<file path="config.mk">
export PLATFORM = sky130hd
export DESIGN_NAME = scff_chain_loader_flat
export DESIGN_NICKNAME = d
export VERILOG_FILES = /design/src/rtl/scff_chain_loader_if.sv /design/src/rtl/scff_chain_loader.sv /design/src/flat_wrapper.sv
export SDC_FILE = /design/constraint.sdc
export NUM_CORES = 1
export LEC_CHECK = 0
export BUFFER_PORTS_ARGS = -buffer_cell sky130_fd_sc_hd__buf_2
export CORE_AREA = 2 2 56 58
export CTS_BUF_LIST = sky130_fd_sc_hd__clkbuf_8
export CTS_CLUSTER_DIAMETER = 120
export CTS_CLUSTER_SIZE = 25
export DETAILED_ROUTE_END_ITERATION = 8
export DIE_AREA = 0 0 58 60
export PLACE_DENSITY = 0.79
export SETUP_SLACK_MARGIN = 0.15
export SYNTH_ARGS = -nofsm -noshare
export SYNTH_HDL_FRONTEND = slang
export SYNTH_SLANG_ARGS = --single-unit
</file>
<file path="constraint.sdc">
create_clock -name clk -period 1.9 [get_ports clk]
set_input_delay 0.095 -clock clk [delete_from_list [all_inputs] [get_ports clk]]
set_output_delay 0.095 -clock clk [all_outputs]
set_load 0.05 [all_outputs]
</file>
<file path="src/rtl/scff_chain_loader_if.sv">
// Bitstream word stream into the scan-chain loader: din/din_last qualified by din_valid,
// accepted when din_ready is high on the same clock edge.
interface scff_chain_loader_if #(
  parameter int DW = 8
);
  logic [DW-1:0] din;
  logic          din_valid;
  logic          din_last;
  logic          din_ready;

  modport master (
    output din,
    output din_valid,
    output din_last,
    input  din_ready
  );

  modport slave (
    input  din,
    input  din_valid,
    input  din_last,
    output din_ready
  );
endinterface

</file>
<file path="src/rtl/scff_chain_loader.sv">
// Shifts bitstream words LSB-first into the scff config chain and counts bits against CHAIN_LEN.
// One accept cycle per word, then one shift per bit; din_ready is high only while waiting for a word.
module scff_chain_loader #(
  parameter  int CHAIN_LEN = 256,
  parameter  int DW        = 8,
  localparam int CW        = $clog2(CHAIN_LEN + 1)
) (
  input  logic                 clk,
  input  logic                 reset,
  input  logic                 start,
  input  logic                 abort,
  scff_chain_loader_if.slave   din_if,
  output logic                 sc_di,
  output logic                 sc_shift,
  output logic                 busy,
  output logic                 done,
  output logic                 err,
  output logic [CW-1:0]        bit_cnt
);

  localparam int WW = $clog2(DW + 1);

  typedef enum logic [2:0] {
    S_IDLE  = 3'd0,
    S_WAIT  = 3'd1,
    S_SHIFT = 3'd2,
    S_DONE  = 3'd3,
    S_ERR   = 3'd4
  } state_t;

  state_t         state_q, state_d;
  logic [DW-1:0]  shreg_q, shreg_d;
  logic           last_q, last_d;
  logic [WW-1:0]  wi_q, wi_d;
  logic [CW-1:0]  bit_cnt_q, bit_cnt_d;

  logic [WW-1:0]  wi_inc;
  logic [CW-1:0]  cnt_inc;
  logic           din_rdy;

  assign wi_inc  = wi_q + 1'b1;
  assign cnt_inc = bit_cnt_q + 1'b1;

  always_comb begin
    state_d   = state_q;
    shreg_d   = shreg_q;
    last_d    = last_q;
    wi_d      = wi_q;
    bit_cnt_d = bit_cnt_q;
    din_rdy   = 1'b0;
    sc_shift  = 1'b0;
    sc_di     = 1'b0;

    unique case (state_q)
      S_IDLE, S_DONE, S_ERR: begin
        if (start) begin
          state_d   = S_WAIT;
          bit_cnt_d = '0;
        end
      end

      S_WAIT: begin
        din_rdy = 1'b1;
        if (abort) begin
          state_d = S_IDLE;
        end else if (din_if.din_valid) begin
          shreg_d = din_if.din;
          last_d  = din_if.din_last;
          wi_d    = '0;
          state_d = S_SHIFT;
        end
      end

      S_SHIFT: begin
        sc_shift = 1'b1;
        sc_di    = shreg_q[0];
        if (abort) begin
          state_d = S_IDLE;
        end else begin
          shreg_d   = shreg_q >> 1;
          wi_d      = wi_inc;
          bit_cnt_d = cnt_inc;
          // Chain full wins over end-of-word: leftover word bits are dropped.
          if (cnt_inc == CW'(CHAIN_LEN)) begin
            state_d = last_q ? S_DONE : S_ERR;
          end else if (wi_inc == WW'(DW)) begin
            state_d = last_q ? S_ERR : S_WAIT;
          end
        end
      end

      default: state_d = S_IDLE;
    endcase
  end

  always_ff @(posedge clk or negedge reset) begin
    if (!reset) begin
      state_q   <= S_IDLE;
      shreg_q   <= '0;
      last_q    <= 1'b0;
      wi_q      <= '0;
      bit_cnt_q <= '0;
    end else begin
      state_q   <= state_d;
      shreg_q   <= shreg_d;
      last_q    <= last_d;
      wi_q      <= wi_d;
      bit_cnt_q <= bit_cnt_d;
    end
  end

  assign din_if.din_ready = din_rdy;
  assign busy    = (state_q == S_WAIT) || (state_q == S_SHIFT);
  assign done    = (state_q == S_DONE);
  assign err     = (state_q == S_ERR);
  assign bit_cnt = bit_cnt_q;

endmodule
</file>
<file path="src/flat_wrapper.sv">
// flat-port wrapper written by rule: the top's interface ports become plain ports
module scff_chain_loader_flat 
#(
  parameter  int CHAIN_LEN = 256,
  parameter  int DW        = 8,
  localparam int CW        = $clog2(CHAIN_LEN + 1)
)
  (clk, reset, start, abort, sc_di, sc_shift, busy, done, err, bit_cnt, din_if_din, din_if_din_valid, din_if_din_last, din_if_din_ready);
  scff_chain_loader_if #(.DW(DW)) din_if_i ();
  input  logic clk;
  input  logic reset;
  input  logic start;
  input  logic abort;
  output logic sc_di;
  output logic sc_shift;
  output logic busy;
  output logic done;
  output logic err;
  output logic [CW-1:0] bit_cnt;
  input wire logic [$bits(din_if_i.din)-1:0] din_if_din;
  input wire logic [$bits(din_if_i.din_valid)-1:0] din_if_din_valid;
  input wire logic [$bits(din_if_i.din_last)-1:0] din_if_din_last;
  output wire logic [$bits(din_if_i.din_ready)-1:0] din_if_din_ready;
  assign din_if_i.din = din_if_din;
  assign din_if_i.din_valid = din_if_din_valid;
  assign din_if_i.din_last = din_if_din_last;
  assign din_if_din_ready = din_if_i.din_ready;
  scff_chain_loader #(.CHAIN_LEN(CHAIN_LEN), .DW(DW)) u_core (.clk(clk), .reset(reset), .start(start), .abort(abort), .din_if(din_if_i), .sc_di(sc_di), .sc_shift(sc_shift), .busy(busy), .done(done), .err(err), .bit_cnt(bit_cnt));
endmodule
</file>
# Yosys cells after proc, flatten, opt, wreduce, memory -nomap -nowiden
# Cells that the tools add are included.
# W data, S select, Z words.
dict set report word_totals {
  ff_bits 25
  inputBits 14
  wordCells 52
}
dict set report classes {
  add_sub_neg 2
  n_eq_ne 12
  n_mux 23
  bitwise_logic 1
  reduce_logical 9
}
# cell count
set ops {}
lappend ops {{$mux W3} 8}
lappend ops {{$mux W8} 3}
lappend ops {{$mux W9} 2}
lappend ops {{$pmux W9 S2} 1}
lappend ops {{$pmux W8 S2} 1}
lappend ops {{$mux W4} 3}
lappend ops {{$add A9 B1 Y9 const B} 1}
lappend ops {{$eq A9 B9 Y1 const B} 1}
lappend ops {{$pmux W3 S3} 1}
lappend ops {{$reduce_and A3 Y1} 3}
lappend ops {{$ne A2 B2 Y1 const B} 4}
lappend ops {{$pmux W4 S2} 1}
lappend ops {{$eq A3 B2 Y1 const B} 2}
lappend ops {{$add A4 B1 Y4 const B} 1}
lappend ops {{$eq A4 B4 Y1 const B} 1}
lappend ops {{$ne A4 B2 Y1 const B} 1}
lappend ops {{$reduce_and A4 Y1} 1}
lappend ops {{$reduce_bool A2 Y1} 2}
lappend ops {{$eq A3 B1 Y1 const B} 1}
lappend ops {{$eq A3 B3 Y1 const B} 1}
lappend ops {{$logic_not A3 Y1} 1}
lappend ops {{$mux W1} 3}
lappend ops {{$ne A3 B3 Y1 const B} 1}
lappend ops {{$reduce_or A3 Y1} 1}
lappend ops {{2 further kinds} 2}

# Depth between registers and ports, before layout
# Gate-level depths: netlist of run 1.
dict set report depth {
  ltp_word 6
  ltp_mapped 9
}

# Worst setup path before layout of run 1
# OpenSTA, ideal clock, no wires.
dict set report synth_timing {
  path_kind {register to output}
  startpoint {register u_core.state_q[0]}
  endpoint {output port busy}
  arrival_ps 2252
  required_ps 1805
  setup_slack_ps -447
  path_stages_with_launch 4
  n_path_buf 1
  cell_sequence {dfrtp_1 > buf_2 > nor3b_1 > or2_2}
}
dict set report synth_between {
  elab_chain_cells 2
  elab_cells_between_ends 3
}
# element line
set synth_lines {}
lappend synth_lines {{start: declaration} scff_chain_loader.sv:31} ;# state_t state_q, state_d;
lappend synth_lines {{start signal: assignment} scff_chain_loader.sv:104} ;# state_q <= state_d;
lappend synth_lines {{$eq A3 B1 Y1 or $eq A3 B2 Y1 (tied branches)} scff_chain_loader.sv:113} ;# assign busy = (state_q == S_WAIT) || (state_q == S_SHIFT);
lappend synth_lines {{$logic_or A1 B1 Y1 (*)} scff_chain_loader.sv:113}
lappend synth_lines {{end: declaration} flat_wrapper.sv:16} ;# output logic busy;
# Mark *: on every way between the ends. The rest lies on a longest branch, timed or not.

# Worst setup path after layout of run 1
dict set report layout_timing {
  startpoint {register u_core.bit_cnt_q[1], in the netlist u_core.bit_cnt[1]}
  endpoint {register u_core.state_q[0]}
}
dict set report layout_between {
  elab_chain_cells 5
  elab_cells_between_ends 7
}
# element line
set layout_lines {}
lappend layout_lines {{start: declaration} scff_chain_loader.sv:35} ;# logic [CW-1:0] bit_cnt_q, bit_cnt_d;
lappend layout_lines {{start signal: assignment} scff_chain_loader.sv:108} ;# bit_cnt_q <= bit_cnt_d;
lappend layout_lines {{$add A9 B1 Y9 (*)} scff_chain_loader.sv:42} ;# assign cnt_inc = bit_cnt_q + 1'b1;
lappend layout_lines {{$eq A9 B9 Y1 (*)} scff_chain_loader.sv:84} ;# if (cnt_inc == CW'(CHAIN_LEN)) begin
lappend layout_lines {{$mux W3} scff_chain_loader.sv:84}
lappend layout_lines {{$mux W3} scff_chain_loader.sv:77} ;# if (abort) begin
lappend layout_lines {{$pmux W3 S3} scff_chain_loader.sv:54} ;# unique case (state_q)
# Marked as above.
# A chain may end at the register's enable or synchronous reset.

==> results.toml, run 1 <==
[critical_path]
worstSetupPathType = "register to register"
cpPeakStageDelay_ps = 450
setup.worst_path.start = "u_core.bit_cnt[1]$_DFFE_PN0P_"
crit_path_frequent_cell = "o21ai_1"
path_cells = "nand3_2 -> or3_4 -> nand2_4 -> ha_4 -> nor2_2 -> o21ai_1 -> o21ai_1 -> a31o_1"
worstPathArrival_ps = 1980
cp-end-kind = "register"
r2r-end = "u_core.state_q[0]$_DFFE_PN0P_"
cp_data_required_time_ps = 2060
reg2reg_depth = 8
critPathSlowestCell = "or3_4"
start_kind = "register"
ff2ff_setup_slack_ps = 80
worstPathMaxFanout = 7
r2r-start = "u_core.bit_cnt[1]$_DFFE_PN0P_"
crit_end = "u_core.state_q[0]$_DFFE_PN0P_"

[synthesis]
synth_edf_count = 0
synth.avg_cell_area_um2 = 8.96
ys_ff_latch = 25
syn-instance-count = 159
yosys.area.top_type = "dfrtp_1"
synth_area_um2 = 1430
synthArstFlopShare_pct = 100
ys_warn_count = 0
yosysMostFrequentCell = "nand2_1"
seq_area_frac_synth_pct = 43.9
synth_ff_type = "dfrtp_1"
synth_nets = 176
synth.area.top_cells = "dfrtp_1, nand2_1, nor2_1"
synthTopCellsByCount = "nand2_1, dfrtp_1, nor2_1, o21ai_0, o21ai_1"
yosys.area.top_type_share_pct = 43.9
ys_types = 44

[global_route]
grt_pass1_wl_mm = 6.06
grt_max_degree = 26
grt.total_usage_pct = 22.7
grt_pass1_vias = 1329
grt-ovfl-total = 0
antenna_found_initial = 0

[job]
cap_viol_max_count = 0

[floorplanning]
std_cell_rows = 20
die_x_um = 58
die_y_um = 60
core_area_um2 = 2900
start_util_pct = 49.1
pin_count = 29
dieArea_um2 = 3480

[final_layout]
layout.nets = 220
syn_to_final_growth_pct = 29.4
n_antenna_cell = 0
drive_gt1_share_pct = 38.1

[placed_design]
dp_worst_setup_slack_ps = 73.5
globalplace.congestion = 0.844
hpwl_mm = 2.34
io_buffers = 28

[cts]
clock-root-buffer = "clkbuf_8"
cts_htree_levels = 1
cts_buffers = 3
cts_tree = "yes"
cts_buffer_depth = 2
clkTransAtPathRegs_ps = 90
numClockSinks = 25
clock_latency_ps = 260

[power]
p_per_area_nw_per_um2 = 1230
p_leak_nw = 0.851
peakVddDrop_uv = 986

[hold_path]
hold_path.startpoint = "din_if_din_last"
hold_class = "primary input to register"

[drt]
drt_iter0_markers = 41
drt-total-wl_mm = 3.47
antenna_left = 0
vias = 1341
wl_per_cell_um = 14.7
drc_errors = 0
avgViaCountPerCell = 5.71
drt_first_pass_iters = 4

[sta]
finalMaxSlewViolations = 0
fin_crit_ps = 1820
clock.fmax_ghz = 0.549
timing.slew.headroom_pct = 63.3
finalSetupViolCount = 0
fin_tns_setup_ps = 0
rsz0062_at_grt = "true"
final_hold_viol_count = 0
period_share_pct = 95.9
tightestPinTransition_ps = 550
setup_slack_ps = 78.1
fin_skew_ps = 2.22

[status]
outcome = "finished, final reports clean"
[repair_timing]
item,4_1_cts,5_1_grt
pin swaps,7,10
gates resized for setup,3,9
endpoints found under the hold margin,25,0
endpoints found under the setup margin,4,12
setup buffers,7,6
hold buffers,1,0
[layout by cell type, fill, tap and decap left out, types with 4 or more instances in the layout]
cell / Yosys / routed
buf_2: 5 / 26
nor2_1: 15 / 14
o21ai_0: 8 / 6
nand2_1: 29 / 28
buf_4: 1 / 19
o21ai_1: 8 / 10
nor2b_1: 4 / 4
a31oi_1: 7 / 7
a21oi_1: 5 / 4
dfrtp_1: 25 / 18
dfrtp_2: 0 / 7
[layer usage]
| metal | share of wire [%] | global-route usage, % | vias up |
|---|---|---|---|
| li1 | - | - | 645 |
| met1 | 41 | 26.0 | 650 |
| met2 | 53 | 44.5 | 42 |
| met3 | 4.8 | 4.11 | 4 |
| met4 | 0.89 | 3.32 | 0 |
| met5 | 0 | 0 | - |
[cell families (layout without fill, tap and decap cells)]
| group | count (synthesis) | count (layout) | synth area share (%) |
|---|---|---|---|
| DFF | 25 | 25 | 43.9 |
| and+or+nand+nor | 76 | 76 | 28.0 |
| AOI/OAI and AO/OA | 39 | 39 | 17.6 |
| xor gates and xnor gates | 4 | 4 | 2.46 |
| muxes | 1 | 1 | 0.790 |
| buffers and inverters | 11 | 54 | 4.65 |
| adders and majority gates | 3 | 3 | 2.63 |
[registers in the layout, summed over array words and instances, names as in the netlist]
| signal | cells |
|---|---|
| u_core.state_q | 3 |
| u_core.last_q | 1 |
| u_core.wi_q | 4 |
| u_core.bit_cnt | 9 |
| u_core.shreg_q | 8 |
[how the worst min path moves through the flow]
stage                     cells past startpoint                             to
after floorplan                               0  u_core.bit_cnt[0]$_DFFE_PN0P_
after global placement                        1  u_core.shreg_q[0]$_DFFE_PN0P_
after detailed placement                      1  u_core.shreg_q[1]$_DFFE_PN0P_
after CTS                                     2      u_core.last_q$_DFFE_PN0P_
after global routing                          2      u_core.last_q$_DFFE_PN0P_
final                                         2      u_core.last_q$_DFFE_PN0P_
[report_power, final]
part / switching (mW) / internal (mW) / total, mW
clock network: 0.164 / 0.146 / 0.310
logic: 0.681 / 0.459 / 1.14
registers: 0.138 / 0.689 / 0.827
[critical path, delay by kind of cell (launching register included)]
| family | cells | cell delay (ps) |
|---|---|---|
| and+or+nand+nor | 4 | 740 |
| DFF | 1 | 420 |
| AOI/OAI and AO/OA | 3 | 400 |
| adders and majority gates | 1 | 130 |
[layout make-up]
class | instances | area (µm²)
Fill cell | 246 | 1060
Multi-Input combinational cell | 123 | 806
Sequential cell | 25 | 634
Timing Repair Buffer | 47 | 303
Clock buffer | 3 | 41.3
Tap cell | 33 | 41.3
Inverter | 3 | 13.8
Clock inverter | 1 | 5.00
[metrics by stage]
stage	hold slack (ps)	instance area [µm²]	utilization, %	instances	total power, mW
2_1_floorplan	-201	1460	-	159	1.61
3_3_place_gp	110	1630	56.0	217	1.80
3_5_place_dp	116	1630	56.0	217	1.86
4_1_cts	54.2	1740	60.0	229	2.23
5_1_grt	57.3	1840	63.5	235	2.44
6_report	60.1	1840	63.5	235	2.28
Note: power is estimated with default switching activity, not from simulation.
==> inputs of run 2 (changes only) <==
Clock period 1.9 ns to 1.54 ns, I/O delays scaled along.
==> run 2 against run 1 <==
Compared with the run above:
- the flow now finishes with violations (negative setup slack)
- first-iteration DRC count rose by 24%
- core utilization rose by 23 points
- critical path depth up 1
- wire length rose by 49%
- via count up 18%
- final cell count up 14%
- clock power grew 35%
- die area is the same
- total power increased by 75%
- sequential power grew 27%
- clock skew is 3.7 ps higher
- design area increased by 37%
- critical endpoint unchanged
- largest power group unchanged
==> results.toml, run 2 (synthesized netlist as in run 1, its figures left out) <==
[critical_path]
worstPathArrival_ps = 2040
cp_data_required_time_ps = 1710
ff2ff_setup_slack_ps = -320
reg2reg_depth = 9
start_kind = "register"
cpPeakStageDelay_ps = 460
critPathSlowestCell = "dfrtp_2"
worstSetupPathType = "register to register"
r2r-end = "u_core.state_q[0]$_DFFE_PN0P_"
path_cells = "ha_4 -> and2_4 -> nand4_1 -> nand2_4 -> ha_4 -> nor2_2 -> o21ai_1 -> o21ai_1 -> a31o_1"
setup.worst_path.start = "u_core.bit_cnt[1]$_DFFE_PN0P_"
cp.buffers_inverters = 0
cp-end-kind = "register"
r2r-start = "u_core.bit_cnt[1]$_DFFE_PN0P_"
crit_family = "flip-flops"
worstPathMaxFanout = 3

[hold_path]
hold_class = "primary input to register"
whs_path_depth = 3
hold_path.startpoint = "din_if_din[7]"
holdPathEnd = "u_core.shreg_q[7]$_DFFE_PN0P_"

[global_route]
grt_pass1_wl_mm = 6.96
antenna_found_initial = 0
grt_max_degree = 26
grt-ovfl-total = 0
grt.total_usage_pct = 26.2
grt_pass1_vias = 1544

[sta]
timing.slew.headroom_pct = 61.6
setup_slack_ps = -325
finalMaxSlewViolations = 0
fin_crit_ps = 1860
fin_tns_setup_ps = -2760
final_hold_viol_count = 0
hold_slack_ps = 25.6
fin_skew_ps = 5.95
rsz0062_at_grt = "true"
period_share_pct = 121
finalSetupViolCount = 26
tightestPinTransition_ps = 576
clock.fmax_ghz = 0.536

[cts]
clock-root-buffer = "clkbuf_8"
cts_buffer_depth = 2
cts_htree_levels = 1
cts_tree = "yes"
numClockSinks = 25
cts_buffers = 3
clkTransAtPathRegs_ps = 100
clock_latency_ps = 280

[drt]
antenna_left = 0
drc_errors = 0
vias = 1585
wl_per_cell_um = 19.2
drt_first_pass_iters = 4
drt_iter0_markers = 51
avgViaCountPerCell = 5.91
drt-total-wl_mm = 5.15

[final_layout]
multi_input_area_um2 = 1050
register_area_um2 = 634
largest_reg_flops = 9
syn_to_final_growth_pct = 76.9
fillers = 141
n_antenna_cell = 0
layout.nets = 253
fin_cells = 268
drive_gt1_share_pct = 58.7
final_cell_mix = "nand2_1, buf_4, buf_2"

[status]
violations = "negative setup slack"
outcome = "complete, but fails checks"

[power]
p_per_area_nw_per_um2 = 1580
peakVddDrop_uv = 1840
p_leak_nw = 1.11
fin_total_pwr_mw = 3.97

[placed_design]
globalplace.congestion = 0.833
dp_cells = 235
hpwl_mm = 2.66
io_buffers = 28
dp_worst_setup_slack_ps = -234

[floorplanning]
die_y_um = 60
core_area_um2 = 2900
pin_count = 29
dieArea_um2 = 3480
die_x_um = 58
start_util_pct = 49.1
std_cell_rows = 20

[job]
cap_viol_max_count = 0
## run 2: cell count changes in the layout (fill, tap and decap cells not counted), sizes merged
| cell | delta |
|---|---|
| buf | +32 |
| clkbuf | +1 |
| clkinv | -1 |
| clkinvlp | +1 |
## run 2: worst max path at each step
stage / cells past startpoint / slack [ps] / endpoint
final: 9 / -320 / u_core.state_q[0]$_DFFE_PN0P_
after global routing: 9 / -390 / u_core.state_q[0]$_DFFE_PN0P_
after CTS: 9 / -230 / u_core.state_q[0]$_DFFE_PN0P_
after detailed placement: 9 / -230 / u_core.state_q[0]$_DFFE_PN0P_
after global placement: 9 / -180 / u_core.state_q[0]$_DFFE_PN0P_
after floorplan: 9 / -340 / u_core.state_q[0]$_DFFE_PN0P_
## run 2: worst reg2reg max path, delay by kind of cell, from the launching register on
kind	cells	cell delay [ps]
adder cells (fa/ha/maj)	2	450
flip-flops	1	460
AND/OR/NAND/NOR	4	410
AO/OA/AOI/OAI	3	440
## run 2: through the flow
stage | cell area, µm² | utilization [%]
6_report | 2520 | 86.9
5_1_grt | 2520 | 86.9
4_1_cts | 2150 | 73.9
3_5_place_dp | 1760 | 60.8
3_3_place_gp | 1760 | 60.8
2_1_floorplan | 1500 | -
## run 2: power by group
group	switching (mW)	total [mW]	internal [mW]
Clock	0.236	0.420	0.184
Sequential	0.200	1.05	0.850
Combinational	1.27	2.50	1.24
## run 2: layout make-up
type | instances | share of cell area [%]
Multi-Input combinational cell | 123 | 41.6
Timing Repair Buffer | 80 | 29.1
Sequential cell | 25 | 25.2
Clock buffer | 3 | 1.64
Tap cell | 33 | 1.64
Inverter | 3 | 0.546
Clock inverter | 1 | 0.298
## run 2: metal layers
layer / GRT usage [%] / routed length, µm
met1: 28.3 / 1860
met2: 52.1 / 2870
met3: 2.38 / 191
met4: 9.97 / 227
met5: 0 / 0
## run 2: what timing repair did
action | 4_1_cts | 5_1_grt
hold buffers | 1 | 0
pin swaps | 19 | 21
endpoints found under the hold margin | 25 | 0
buffers inserted | 14 | 10
setup endpoints to repair | 28 | 31
cloned | 1 | 3
resized for setup | 45 | 48
